`src/rtl/l1d_port_arbiter.sv`:
```
// Issue-side arbiter for the dual-port L1D: forwards a two-lane load/store bundle
// per cycle and serialises same-line bundles with a write (lane A first, then lane B).
module l1d_port_arbiter #(
  parameter int unsigned DATA_W  = 16,
  parameter int unsigned INDEX_W = 8,
  parameter int unsigned OPC_W   = 7,
  parameter int unsigned WBA_W   = 5,
  parameter int unsigned CNT_W   = 16
) (
  input  logic              clock_i,
  input  logic              reset_i,
  input  logic              flush_i,
  input  logic              valid_i,
  output logic              ready_o,

  input  logic              loadStoreA_i,
  input  logic              isWbA_i,
  input  logic [WBA_W-1:0]  wbAddressA_i,
  input  logic [OPC_W-1:0]  opCodeA_i,
  input  logic [DATA_W-1:0] pOperandA_i,
  input  logic [DATA_W-1:0] sOperandA_i,

  input  logic              loadStoreB_i,
  input  logic              isWbB_i,
  input  logic [WBA_W-1:0]  wbAddressB_i,
  input  logic [OPC_W-1:0]  opCodeB_i,
  input  logic [DATA_W-1:0] pOperandB_i,
  input  logic [DATA_W-1:0] sOperandB_i,

  output logic              loadStoreA_o,
  output logic              isWbA_o,
  output logic [WBA_W-1:0]  wbAddressA_o,
  output logic [OPC_W-1:0]  opCodeA_o,
  output logic [DATA_W-1:0] pOperandA_o,
  output logic [DATA_W-1:0] sOperandA_o,

  output logic              loadStoreB_o,
  output logic              isWbB_o,
  output logic [WBA_W-1:0]  wbAddressB_o,
  output logic [OPC_W-1:0]  opCodeB_o,
  output logic [DATA_W-1:0] pOperandB_o,
  output logic [DATA_W-1:0] sOperandB_o,

  output logic              conflict_o,
  output logic [CNT_W-1:0]  conflictCount_o
);

  localparam logic [OPC_W-1:0] OPC_LOAD  = OPC_W'(11);
  localparam logic [OPC_W-1:0] OPC_STORE = OPC_W'(12);

  typedef struct packed {
    logic              ls;
    logic              is_wb;
    logic [WBA_W-1:0]  wb_addr;
    logic [OPC_W-1:0]  opc;
    logic [DATA_W-1:0] p_op;
    logic [DATA_W-1:0] s_op;
  } lane_t;

  typedef enum logic {ST_PASS, ST_HOLD} state_t;

  state_t           state_q, state_d;
  lane_t            lane_a_q, lane_a_d;
  lane_t            lane_b_q, lane_b_d;
  lane_t            hold_q, hold_d;
  logic             conflict_q, conflict_d;
  logic [CNT_W-1:0] count_q, count_d;

  lane_t in_a_c, in_b_c;
  logic  mem_a_c, mem_b_c, conflict_c;

  // A disabled lane is presented to the cache with enable and opcode cleared.
  function automatic lane_t gate_lane(input lane_t l);
    lane_t r;
    r = l;
    if (!l.ls) begin
      r.opc = '0;
    end
    return r;
  endfunction

  always_comb begin
    in_a_c = '{ls: loadStoreA_i, is_wb: isWbA_i, wb_addr: wbAddressA_i,
               opc: opCodeA_i, p_op: pOperandA_i, s_op: sOperandA_i};
    in_b_c = '{ls: loadStoreB_i, is_wb: isWbB_i, wb_addr: wbAddressB_i,
               opc: opCodeB_i, p_op: pOperandB_i, s_op: sOperandB_i};
  end

  // Same cache line with at least one store; read-read is safe on a dual-port array.
  always_comb begin
    mem_a_c    = (opCodeA_i == OPC_LOAD) || (opCodeA_i == OPC_STORE);
    mem_b_c    = (opCodeB_i == OPC_LOAD) || (opCodeB_i == OPC_STORE);
    conflict_c = loadStoreA_i && loadStoreB_i && mem_a_c && mem_b_c &&
                 ((opCodeA_i == OPC_STORE) || (opCodeB_i == OPC_STORE)) &&
                 (sOperandA_i[INDEX_W-1:0] == sOperandB_i[INDEX_W-1:0]);
  end

  always_comb begin
    state_d      = state_q;
    lane_a_d     = lane_a_q;
    lane_a_d.ls  = 1'b0;
    lane_a_d.opc = '0;
    lane_b_d     = lane_b_q;
    lane_b_d.ls  = 1'b0;
    lane_b_d.opc = '0;
    hold_d       = hold_q;
    conflict_d   = 1'b0;
    count_d      = count_q;

    if (flush_i) begin
      state_d = ST_PASS;
      hold_d  = '0;
    end else begin
      case (state_q)
        ST_PASS: begin
          if (valid_i) begin
            lane_a_d = gate_lane(in_a_c);
            if (conflict_c) begin
              hold_d     = gate_lane(in_b_c);
              conflict_d = 1'b1;
              state_d    = ST_HOLD;
              if (count_q != '1) begin
                count_d = count_q + CNT_W'(1);
              end
            end else begin
              lane_b_d = gate_lane(in_b_c);
            end
          end
        end
        ST_HOLD: begin
          lane_b_d = hold_q;
          state_d  = ST_PASS;
        end
        default: state_d = ST_PASS;
      endcase
    end
  end

  always_ff @(posedge clock_i) begin
    if (reset_i) begin
      state_q    <= ST_PASS;
      lane_a_q   <= '0;
      lane_b_q   <= '0;
      hold_q     <= '0;
      conflict_q <= 1'b0;
      count_q    <= '0;
    end else begin
      state_q    <= state_d;
      lane_a_q   <= lane_a_d;
      lane_b_q   <= lane_b_d;
      hold_q     <= hold_d;
      conflict_q <= conflict_d;
      count_q    <= count_d;
    end
  end

  assign ready_o         = (state_q == ST_PASS);
  assign conflict_o      = conflict_q;
  assign conflictCount_o = count_q;

  assign loadStoreA_o = lane_a_q.ls;
  assign isWbA_o      = lane_a_q.is_wb;
  assign wbAddressA_o = lane_a_q.wb_addr;
  assign opCodeA_o    = lane_a_q.opc;
  assign pOperandA_o  = lane_a_q.p_op;
  assign sOperandA_o  = lane_a_q.s_op;

  assign loadStoreB_o = lane_b_q.ls;
  assign isWbB_o      = lane_b_q.is_wb;
  assign wbAddressB_o = lane_b_q.wb_addr;
  assign opCodeB_o    = lane_b_q.opc;
  assign pOperandB_o  = lane_b_q.p_op;
  assign sOperandB_o  = lane_b_q.s_op;

endmodule

```
`config.mk`:
```
export PLATFORM = sky130hd
export DESIGN_NAME = l1d_port_arbiter
export DESIGN_NICKNAME = d
export VERILOG_FILES = /design/src/rtl/l1d_port_arbiter.sv
export SDC_FILE = /design/constraint.sdc
export NUM_CORES = 1
export LEC_CHECK = 0
export ABC_AREA = 1
export CORE_UTILIZATION = 30
export DETAILED_ROUTE_END_ITERATION = 12
export PLACE_DENSITY = 0.65
export SYNTH_ARGS = -nofsm -noshare
export SYNTH_HDL_FRONTEND = slang
export SYNTH_SLANG_ARGS = --single-unit
```
`constraint.sdc`:
```
create_clock -name clock_i -period 1.9 [get_ports clock_i]
set_input_delay 0.38 -clock clock_i [delete_from_list [all_inputs] [get_ports clock_i]]
set_output_delay 0.38 -clock clock_i [all_outputs]
set_load 0.1 [all_outputs]
```
==> results.tsv <==
stage	metric	value	unit
clock_network	cts bufs inserted	17	
sta	Final Cycle Share	95.5	%
critical_path	CP max stage cell	inv_1	
sta	Final setup viols	0	
floorplan	Die Span X	155	µm
power	Pleak	4.83	nW
final_layout	multi-input logic area	3390	µm²
floorplan	Initial Utilization	30.9	%
run	max-capacitance violation count	0	
placed_design	port bufs	205	
min_path	Worst Hold Endpoint	opCodeA_o[3]	
final_layout	antenna fix cells	0	
placed_design	Post-Place Worst Slack	-536	ps
power	worst vdd ir	0.000538	V
critical_path	crit-path cells	inv_1 > buf_12	
grt	vias in the first global route	6914	
power	Final Total Pwr	8.46	mW
sta	minimum clock period	1810	ps
final_layout	Final nets	1373	
sta	skew final	7.61	ps
critical_path	R2R Setup Slk	210	ps
critical_path	Crit Path Max Fanout	11	
synth	Synth Register Bits	155	
floorplan	die height	155	µm
sta	RSZ-0062 raised after global routing	true	
grt	first-pass GRT wire length	34.6	mm
power	Power Density	785	nW/µm²
outcome	status	completed	
route	drt pass-1 iters	5	
synth	Gate Count Post-Synth	1035	
grt	initial antenna violation count	2	
clock_network	CTS tree	done	
route	DR vias/cell	4.58	
clock_network	clock root buffer master	clkbuf_16	
synth	synthesized cell area	7030	µm²
critical_path	Startpoint Class	flip-flop	
final_layout	register area	3130	µm²
critical_path	Reg2Reg Depth	10	
floorplan	FP Rows	55	
route	DR DRC count	0	
critical_path	CP Class	reg -> out	
synth	yosys warns	0	
route	Antenna Nets Post-Route	0	
clock_network	Longest Clk Path Bufs	2	
sta	Slew Limit Fails	0	
clock_network	# hold bufs at CTS	0	
final_layout	share of cells above drive strength 1	20.8	%
min_path	WHS Path Cells	3	
clock_network	clk slew on worst S/H paths	70	ps
clock_network	H-tree Lvls	4	
route	via count	7342	
clock_network	clk sinks	155	
critical_path	critical path data arrival time	1430	ps
critical_path	FF-to-FF End	conflictCount_o[2]	
critical_path	Worst setup EP type	output port	
floorplan	full die area	24000	µm²
sta	Slew headroom	59.1	%
final_layout	# fillers	2284	
sta	final hold vios	0	
sta	slew at the pin with the worst max-slew slack	613	ps
grt	total track usage	17.9	%
floorplan	Core ar.	22800	µm²
placed_design	HPWL Detailed	15.0	mm
synth	Synth cell types	25	
grt	grt total ovfl	0	
synth	post-synthesis sequential area ratio	44.1	%
route	DR iter-0 viols	502	
critical_path	CP max stage delay	390	ps
placed_design	final RePlAce weighted congestion	0.841	
critical_path	critical path required time	1520	ps
final_layout	most common cell after layout, fill and taps aside	nand2_1	
route	routed wire length	22.1	mm
min_path	hold crit path type	in -> reg	
final_layout	commonest cells after routing, fill and taps aside	353 x nand2_1, 145 x buf_4, 138 x dfxtp_1, 113 x nor2_1, 111 x a21oi_1	
synth	Syn Nets	1132	
route	Avg WL per Cell	13.8	µm
critical_path	worst flop-to-flop path startpoint	conflictCount_o[0]	
grt	largest net degree at the start of global routing	55	
clock_network	worst skew pair latency	420	ps
sta	PnR worst setup slack	86.0	ps
synth	syn_area_per_cell	6.79	µm²
sta	Max Freq	551	MHz
final_layout	synthesis-to-finish area growth	53.3	%
final_layout	Final Core Density	47.3	%
final_layout	Post-Layout Cell Count	1602	
placed_design	placed insts	1566	
floorplan	I/O Pins	206	
min_path	Hold Crit Start	opCodeA_i[3]	
Yosys cell counts, drive strengths merged:
cell / instances / area [µm²]
clkbuf: 32 / 120
nor3: 5 / 25.0
xor2: 6 / 52.6
xnor2: 2 / 17.5
inv: 68 / 255
nand4: 22 / 138
o21a: 2 / 15.0
ha: 1 / 12.5
o21ai: 2 / 10.0
nand3: 82 / 415
a21oi: 111 / 556
dfxtp: 155 / 3100
nand3b: 30 / 225
buf: 31 / 214
nand2: 359 / 1360
nor2: 127 / 516
power by group:
| group | total, mW | switching (mW) | internal [mW] | leakage, nW |
|---|---|---|---|---|
| clock network | 3.51 | 1.52 | 1.99 | 0.294 |
| logic | 1.57 | 1.04 | 0.531 | 3.27 |
| registers | 3.38 | 0.0474 | 3.33 | 1.27 |
cell type report:
class / count / area share (%)
well taps: 313 / 3.63
clock buffers: 17 / 3.95
inverters: 68 / 2.41
flip-flops and latches: 155 / 29.1
repair buffers: 285 / 27.8
clock inverters: 15 / 1.67
multi-input cells: 749 / 31.4
registers in the layout (all words and copies together) (netlist names):
register         cells
pOperandB_o         16
isWbB_o              1
wbAddressB_o         5
pOperandA_o         16
loadStoreB_o         1
sOperandA_o         16
opCodeA_o            7
wbAddressA_o         5
sOperandB_o         16
conflictCount_o     16
opCodeB_o            7
state_q              1
hold_q              46
isWbA_o              1
loadStoreA_o         1
repair_timing:
| item | CTS | global route |
|---|---|---|
| hold endpoints to repair | 0 | 0 |
| gates resized for setup | 3 | 35 |
| setup endpoints to repair | 45 | 103 |
| buffers inserted | 0 | 1 |
| pin swaps | 3 | 12 |
| gates cloned | 0 | 4 |
how the worst max path moves through the flow:
stage / startpoint / to / slack (ps) / depth (start not counted)
after CTS: sOperandA_i[1] / sOperandB_o[8] / 5 / 15
after floorplan: state_q / ready_o / 30 / 3
after global routing: loadStoreB_i / hold_q[25] / -7 / 13
after global placement: sOperandB_i[0] / wbAddressB_o[4] / -500 / 15
after detailed placement: sOperandB_i[0] / sOperandB_o[8] / -540 / 15
final: state_q / ready_o / 90 / 2
worst max-delay path, delay by kind of cell (launching register included):
family / cells / cell delay, ps
flip-flops: 1 / 380
buffers and inverters: 2 / 630
stage by stage:
stage	instance area, µm²	hold WS [ps]	TNS [ps]
after floorplan	7070	417	0
after global routing	10800	246	-22.0
after global placement	9970	431	-43420
after CTS	10600	360	0
final	10800	256	0
after detailed placement	9970	428	-47000
routing by layer:
layer  up-vias  wire length [µm]  part of all wire, %  GRT usage [%]
met5         -                13                0.059              0
met3        14              1490                  6.8           5.07
met1      3331             10200                   46           23.4
li1       3767                 -                    -              -
met2       228             10200                   46           29.3
met4         2               146                 0.66           3.58
logic make-up (layout without fill, tap and decap cells):
logic type | count (synthesis) | count (layout) | synth area share, %
AO/OA/AOI/OAI | 115 | 115 | 8.26
XOR/XNOR | 8 | 8 | 0.997
adder cells (fa/ha/maj) | 1 | 1 | 0.178
buffers and inverters | 131 | 385 | 8.38
flip-flops | 155 | 155 | 44.1
AND/OR/NAND/NOR | 625 | 625 | 38.0
Power figures use the tool's default switching activity.
